<file path="src/rtl/multiplica_seq.sv">
// multiplica_seq: radix-2 shift-add sequential multiplier.
// Works on operand magnitudes, LSB-first, one multiplier bit per clock.
// A single FIX cycle restores the sign, then derives the overflow flag and
// the truncated or saturated WIDTH-bit result.
// Latency: start sampled at edge k gives done=1 after edge k+WIDTH+1.
module multiplica_seq #(
  parameter int WIDTH    = 16,
  parameter bit SIGNED   = 1'b1,
  parameter bit SATURATE = 1'b0
) (
  input  logic                 clock,
  input  logic                 reset,
  input  logic                 start,
  input  logic [WIDTH-1:0]     A,
  input  logic [WIDTH-1:0]     B,
  output logic                 busy,
  output logic                 done,
  output logic [2*WIDTH-1:0]   product,
  output logic [WIDTH-1:0]     C,
  output logic                 overflow
);

  localparam int PW = 2 * WIDTH;
  localparam int CW = $clog2(WIDTH);

  localparam logic [1:0] S_IDLE = 2'd0;
  localparam logic [1:0] S_RUN  = 2'd1;
  localparam logic [1:0] S_FIX  = 2'd2;
  localparam logic [1:0] S_DONE = 2'd3;

  localparam logic [CW-1:0]    LAST_BIT = CW'(WIDTH - 1);
  localparam logic [PW-1:0]    ONE_P    = {{(PW-1){1'b0}}, 1'b1};
  localparam logic [WIDTH-1:0] SMAX     = {1'b0, {(WIDTH-1){1'b1}}};
  localparam logic [WIDTH-1:0] SMIN     = {1'b1, {(WIDTH-1){1'b0}}};
  localparam logic [WIDTH-1:0] UMAX     = {WIDTH{1'b1}};

  logic [1:0]       state;
  logic [PW-1:0]    mcand;   // shifted multiplicand magnitude
  logic [WIDTH-1:0] mplier;  // multiplier magnitude, consumed LSB first
  logic [PW-1:0]    acc;
  logic             sign;
  logic [CW-1:0]    cnt;

  logic [WIDTH-1:0] mag_a, mag_b;
  logic             sign_in;
  logic [PW-1:0]    prod_n;
  logic             ovf_n;
  logic [WIDTH-1:0] c_n;
  logic [WIDTH:0]   top_bits;
  logic             accept;

  // A start is honoured only while idle or holding a finished result.
  assign accept = start && ((state == S_IDLE) || (state == S_DONE));

  // Operand magnitudes and result sign. Negating -2^(WIDTH-1) in WIDTH bits
  // gives the same bit pattern, which read as unsigned is the correct
  // magnitude 2^(WIDTH-1). A zero operand forces a positive sign.
  always_comb begin
    mag_a   = A;
    mag_b   = B;
    sign_in = 1'b0;
    if (SIGNED) begin
      if (A[WIDTH-1]) mag_a = ~A + 1'b1;
      if (B[WIDTH-1]) mag_b = ~B + 1'b1;
      sign_in = (A[WIDTH-1] ^ B[WIDTH-1]) && (A != '0) && (B != '0);
    end
  end

  // Sign restoration, overflow detection and result selection for FIX.
  always_comb begin
    prod_n   = sign ? (~acc + ONE_P) : acc;
    top_bits = prod_n[PW-1:WIDTH-1];
    if (SIGNED) ovf_n = !((&top_bits) || !(|top_bits));
    else        ovf_n = |prod_n[PW-1:WIDTH];
    c_n = prod_n[WIDTH-1:0];
    if (SATURATE && ovf_n) begin
      if (SIGNED) c_n = sign ? SMIN : SMAX;
      else        c_n = UMAX;
    end
  end

  // Control FSM and shift-add datapath.
  always_ff @(posedge clock) begin
    if (reset) begin
      state    <= S_IDLE;
      mcand    <= '0;
      mplier   <= '0;
      acc      <= '0;
      sign     <= 1'b0;
      cnt      <= '0;
      product  <= '0;
      C        <= '0;
      overflow <= 1'b0;
    end else begin
      case (state)
        S_IDLE, S_DONE: begin
          if (accept) begin
            mcand  <= {{WIDTH{1'b0}}, mag_a};
            mplier <= mag_b;
            sign   <= sign_in;
            acc    <= '0;
            cnt    <= '0;
            state  <= S_RUN;
          end
        end
        S_RUN: begin
          if (mplier[0]) acc <= acc + mcand;
          mcand  <= mcand << 1;
          mplier <= mplier >> 1;
          cnt    <= cnt + 1'b1;
          if (cnt == LAST_BIT) state <= S_FIX;
        end
        S_FIX: begin
          product  <= prod_n;
          C        <= c_n;
          overflow <= ovf_n;
          state    <= S_DONE;
        end
        default: state <= S_IDLE;
      endcase
    end
  end

  assign busy = (state == S_RUN) || (state == S_FIX);
  assign done = (state == S_DONE);

endmodule

</file>
<file path="config.mk">
export PLATFORM = sky130hd
export DESIGN_NAME = multiplica_seq
export DESIGN_NICKNAME = d
export VERILOG_FILES = /design/src/rtl/multiplica_seq.sv
export SDC_FILE = /design/constraint.sdc
export NUM_CORES = 1
export LEC_CHECK = 0
export BUFFER_PORTS_ARGS = -buffer_cell sky130_fd_sc_hd__buf_2
export CORE_MARGIN = 4
export CORE_UTILIZATION = 47
export CTS_CLUSTER_SIZE = 14
export DETAILED_ROUTE_END_ITERATION = 12
export PLACE_DENSITY = 0.73
export SLEW_MARGIN = 20
export SYNTH_ARGS = -nofsm -noshare
export SYNTH_HDL_FRONTEND = slang
export SYNTH_SLANG_ARGS = --single-unit
</file>
<file path="constraint.sdc">
create_clock -name clock -period 3.4 [get_ports clock]
set_clock_uncertainty 0.05 [all_clocks]
set_input_delay 0.34 -clock clock [delete_from_list [all_inputs] [get_ports clock]]
set_output_delay 0.34 -clock clock [all_outputs]
set_load 0.01 [all_outputs]
</file>
==> results.md, run 1 <==
- Status: complete, no violations
- FF+latch count, synth: 120
- FF-to-FF Start: acc[1]
- WHS Path Cells: 2
- # IOs: 86
- Worst vdd ir: 0.4810 mV
- Number of setup buffers added after CTS: 0
- CTS clk-pin slew, worst paths: 50 ps
- Post-Syn Nets: 1,043
- Vias in the first global route: 6,227
- Dpl cells: 1,208
- CP Class: reg -> reg
- Crit-path max cell delay: 430 ps
- Max Cap Viol: 0
- Crit. End Element: register
- Hold Path Class: in -> reg
- Min Tclk post-route: 2996 ps
- First drt pass iteration count: 5
- Row cnt: 46
- Via count: 6,846
- Largest net degree at the start of global routing: 70
- CP Launch Type: register
- Fill count: 1,489
- Tcrit/Tclk final: 88.12%
- CTS Buf Count: 17
- R2R Setup Slk: 400 ps
- Ys flop type: dfxtp_1
- Antenna Nets Post-Route: 0
- Final cell count without fillers: 1,240
- Ys Warns: 0
- TritonCTS clock tree: yes
- Number of flops mapped to enable cells by yosys: 0
- Sequential cell area fraction in the yosys report: 31.44%
- Largest fanout on the critical path: 6
- Vias per cell: 5.521
- CTS Buffer Depth: 2
- Final Wtd Congestion: 0.8968
- Reg-to-Reg End: overflow
- CP max stage cell: nor3b_1
- Fraction of layout cells with a size suffix above 1: 14.55%
- Power Density: 680.1 mW/mm^2
- H-tree depth: 4
- # diodes: 0
- Die Wd: 135.5 um
- First-pass GRT wire length: 29,770 um
- Worst Hold End: sign
- Final Max Slew Viols: 0
- DP HPWL: 12,830 um
- Nets: 1,086
- PortBufs: 85
- Clock insertion delay at the later pin of the skew report: 420 ps
- CP required: 3630 ps
- Fraction of registers with async set/reset: 0%
- Rel. slew slack: 42.81%
- Register-to-Register Path Depth: 10
- DRT iter0 DRCs: 425
- Clk root buf: clkbuf_16
- Residual DRC: 0
- Total Routed Length: 17,520 um
- Min-delay src: start
- Grt ovf: 0
- Crit path from: acc[1]
- FMAX: 0.3338 GHz
- Worst Tran Pin Value: 856.7 ps
- Die Y-Extent: 135.5 um
- Mapped Area: 0.007641 sq mm
- Final setup fails: 0
- Hold Fails Final Rpt: 0
- Area Growth Syn to Fin: 14.54%
- Netlist cell types: 72
- CP Cell Sequence: inv_1, ha_1, nor3b_1, nand2_2, or2_4, o41ai_1, xor2_1, nor4_1, a311o_1, o311ai_1
- Global Route Usage Sum: 19.78%
- Initial Utilization: 48.10%
- CTS Hold Bufs: 0
- Die area: 0.01836 sq mm
- Mean Syn Cell Area: 7.894 sq um
- RSZ-0062 raised after global routing: no
- # clock sinks: 120
- Synthesized instance count: 968
- Total core area: 0.01589 sq mm
- Crit path arrival time: 3220 ps
- WL/cell: 14.13 um
- Initial antenna violation count: 0
- Leakage: 3.620 nW
- Sum Neg Setup Slack: 0 ps
- Cts repair resizes: 0
-- cell usage in the layout, fill, tap and decap left out, types with 15 or more instances in the layout --
cell type	count
xnor2_1	28
clkbuf_16	17
xor2_1	55
ha_1	38
o31ai_1	19
inv_1	22
a21oi_1	68
buf_4	15
nor2_1	103
a22oi_1	33
dfxtp_1	120
nand2_1	124
buf_2	84
a211oi_1	36
nand3_1	17
o21ai_0	53
-- Yosys cell counts (5+ instances only) --
cell	number	area share (%)
a21oi_1	68	4.5
a21o_1	9	0.88
buf_4	16	1.6
a211oi_1	36	3.5
o21ai_1	7	0.46
o31ai_1	19	1.9
and3_1	5	0.41
o21bai_1	5	0.49
mux2i_1	9	1.2
a22o_1	13	1.5
o41ai_1	8	0.92
nand3_1	17	1.1
nor4_1	9	0.74
xnor2_1	28	3.2
a22oi_1	33	3.2
nor3_1	9	0.59
nor2_1	103	5.1
dfxtp_1	120	31
nand2b_1	7	0.57
o21ai_0	53	3.5
inv_1	22	1.1
or4_1	5	0.49
xor2_1	55	6.3
nor2b_1	11	0.90
nand2_1	124	6.1
ha_1	39	6.4
o211ai_1	10	0.98
or3_1	7	0.57
clkbuf_1	52	2.6
-- worst max-delay path, delay by kind of cell, from the launching register on --
family / cells / cell delay, ps
adders and majority gates: 1 / 200
buffers and inverters: 1 / 130
DFF: 1 / 360
AOI/OAI and AO/OA: 3 / 700
and+or+nand+nor: 4 / 1260
xor gates and xnor gates: 1 / 140
-- area by class of cell --
class	instances	area, sq um	area share (%)
inverters	23	86.33	0.9864
well taps	216	270.3	3.088
multi-input cells	749	4812	54.98
clock buffers	25	515.5	5.890
clock inverters	7	112.6	1.287
repair buffers	100	553.0	6.319
flip-flops and latches	120	2402	27.45
-- kinds of logic (layout without fill, tap and decap cells) --
| group | after synthesis | in the layout | synth area share [%] |
|---|---|---|---|
| simple gates | 320 | 320 | 19.35 |
| compound gates | 297 | 297 | 26.05 |
| flops | 120 | 120 | 31.44 |
| buf+inv | 99 | 155 | 5.813 |
| xor+xnor | 83 | 83 | 9.514 |
| fa+ha+maj | 40 | 40 | 6.648 |
| mux | 9 | 9 | 1.179 |
-- worst max path at each step --
stage                          end  cells after the start  slack, ps
after floorplan            acc[20]                     12        740
after global placement     acc[20]                     12        560
after detailed placement   acc[20]                     12        480
after CTS                 overflow                     10        410
after global routing      overflow                     10        140
final                     overflow                     10        400
-- per-layer routing --
metal	up-vias	track usage, %	wire, um	part of all wire (%)
met5	-	0	0	0
met4	0	7.559	356	2.0
met3	30	4.681	979	5.6
met2	161	29.84	7556	43
met1	3096	27.46	8626	49
li1	3559	-	-	-
-- power breakdown --
part	switching (mW)	internal, mW
combinational	1.33	0.793
sequential	0.239	1.71
clock	0.615	1.26
-- registers in the layout, summed over array words and instances, names as in the netlist --
signal / flops
sign: 1
acc: 32
mplier: 16
product: 32
mcand: 32
state: 2
cnt: 4
overflow: 1
-- metrics by stage --
| step | util (%) | total power, mW | setup slack, ps | cell area (sq um) | hold WS [ps] |
|---|---|---|---|---|---|
| floorplan | - | 3.506 | 744.4 | 7641 | 381.5 |
| global placement | 51.14 | 4.067 | 564.7 | 8124 | 389.4 |
| detailed placement | 51.14 | 4.093 | 478.3 | 8124 | 393.6 |
| CTS | 55.10 | 5.997 | 409.6 | 8752 | 116.7 |
| global route | 55.10 | 6.378 | 141.0 | 8752 | 144.5 |
| finish | 55.10 | 5.952 | 403.9 | 8752 | 138.4 |
No activity file was read; power rests on OpenSTA's default activity.
==> inputs of run 2 (changes only) <==
--- a/config.mk
+++ b/config.mk
@@ -6,6 +6,7 @@
 export NUM_CORES = 1
 export LEC_CHECK = 0
 export BUFFER_PORTS_ARGS = -buffer_cell sky130_fd_sc_hd__buf_2
+export CORE_ASPECT_RATIO = 0.8
 export CORE_MARGIN = 4
 export CORE_UTILIZATION = 47
 export CTS_CLUSTER_SIZE = 14
==> run 2 against run 1 <==
Design area down 0.59%; sequential power about the same; worst setup slack worse by 7.5 ps; largest power group unchanged.
==> results.md, run 2 (synthesized netlist as in run 1, its figures left out) <==
- Nets: 1,086
- WHS Path Cells: 2
- Crit path arrival time: 3240 ps
- CP Class: reg -> reg
- Total Routed Length: 18,440 um
- H-tree depth: 4
- Die area: 0.01837 sq mm
- Tcrit/Tclk final: 88.34%
- RSZ-0062 raised after global routing: no
- Area Growth Syn to Fin: 13.87%
- FF-to-FF Start: acc[1]
- Fraction of layout cells with a size suffix above 1: 14.37%
- # clock sinks: 120
- R2R Setup Slk: 400 ps
- Biggest regs: acc x32, mcand x32, product x32
- Vias per cell: 5.574
- CTS Hold Bufs: 0
- CTS Buffer Depth: 2
- Vias in the first global route: 6,110
- Row cnt: 41
- DP HPWL: 13,280 um
- CTS clk-pin slew, worst paths: 60 ps
- Reg-to-Reg End: overflow
- Sum Neg Setup Slack: 0 ps
- Final Max Slew Viols: 0
- Hold Path Class: in -> reg
- Die Wd: 150.6 um
- Final cell count without fillers: 1,238
- Antenna Nets Post-Route: 0
- Worst vdd ir: 0.4111 mV
- Grt ovf: 0
- Cts repair resizes: 0
- Global Route Usage Sum: 20.51%
- # diodes: 0
- Commonest non-fill, non-tap cell in the layout: nand2_1
- Largest fanout on the critical path: 6
- Number of setup buffers added after CTS: 0
- Largest net degree at the start of global routing: 66
- First-pass GRT wire length: 30,490 um
- # IOs: 86
- Final setup fails: 0
- Clk root buf: clkbuf_16
- Die Y-Extent: 122.0 um
- Core Util, Final: 54.89%
- Initial antenna violation count: 0
- Max Cap Viol: 0
- PortBufs: 85
- Register-to-Register Path Depth: 10
- Min-delay src: start
- Rel. slew slack: 53.42%
- FMAX: 0.3329 GHz
- Via count: 6,900
- Initial Utilization: 48.20%
- Clock insertion delay at the later pin of the skew report: 420 ps
- WL/cell: 14.90 um
- Most frequent cells in the layout: nand2_1, dfxtp_1, nor2_1
- CP required: 3630 ps
- Leakage: 3.593 nW
- CP Launch Type: register
- DRT iter0 DRCs: 400
- Worst Tran Pin Value: 698.7 ps
- Power Density: 679.0 mW/mm^2
- WHS: 121.8 ps
- CTS Buf Count: 17
- Total core area: 0.01585 sq mm
- Dpl cells: 1,207
- Worst Hold End: sign
- Status: complete, no violations
- TritonCTS clock tree: yes
- Min Tclk post-route: 3004 ps
- Crit. End Element: register
- Final Wtd Congestion: 0.9034
- Residual DRC: 0
- Fill count: 1,445
- Hold Fails Final Rpt: 0
- First drt pass iteration count: 5
[run 2: routing by layer]
metal  vias up  routed length [um]  global-route usage, %
met5         -                   0                      0
met4         0                 247                  6.914
met3        22                1114                  4.128
met2       200                7494                  29.60
met1      3115                9586                  30.34
li1       3563                   -                      -
[run 2: cell type report]
type | count | area, sq um | share of cell area, %
clock buffers | 23 | 467.9 | 5.378
clock inverters | 8 | 121.4 | 1.395
flip-flops and latches | 120 | 2404 | 27.62
well taps | 215 | 269.0 | 3.092
inverters | 23 | 86.33 | 0.9922
repair buffers | 100 | 540.5 | 6.212
multi-input cells | 749 | 4812 | 55.31
[run 2: worst max-delay path by stage]
stage / startpoint / end / slack (ps) / cells past startpoint
final: acc[1] / overflow / 400 / 10
after global routing: acc[1] / overflow / 200 / 11
after CTS: acc[1] / overflow / 380 / 10
after detailed placement: acc[1] / overflow / 400 / 10
after global placement: acc[0] / acc[20] / 560 / 12
after floorplan: acc[0] / acc[20] / 740 / 12
[run 2: through the flow]
stage | cell area, sq um | setup slack [ps] | power [mW]
global placement | 8110 | 558.9 | 4.064
CTS | 8700 | 384.1 | 5.926
global route | 8701 | 203.1 | 6.293
finish | 8701 | 396.4 | 5.908
detailed placement | 8110 | 404.2 | 4.093
floorplan | 7641 | 744.4 | 3.506
[run 2: critical path, stage by stage, from the launching register on]
cell      delay (ps)
dfxtp_1          360
inv_1            140
ha_1             200
nor3b_1          420
nand2_2          180
or2_4            310
o41ai_1          410
xor2_1           150
nor4_1           320
a311o_1          220
o311ai_1         100
[run 2: power breakdown]
group          internal (mW)  total [mW]  switching [mW]
sequential              1.71        1.97           0.257
clock                   1.18        1.81           0.625
combinational          0.786        2.13            1.34
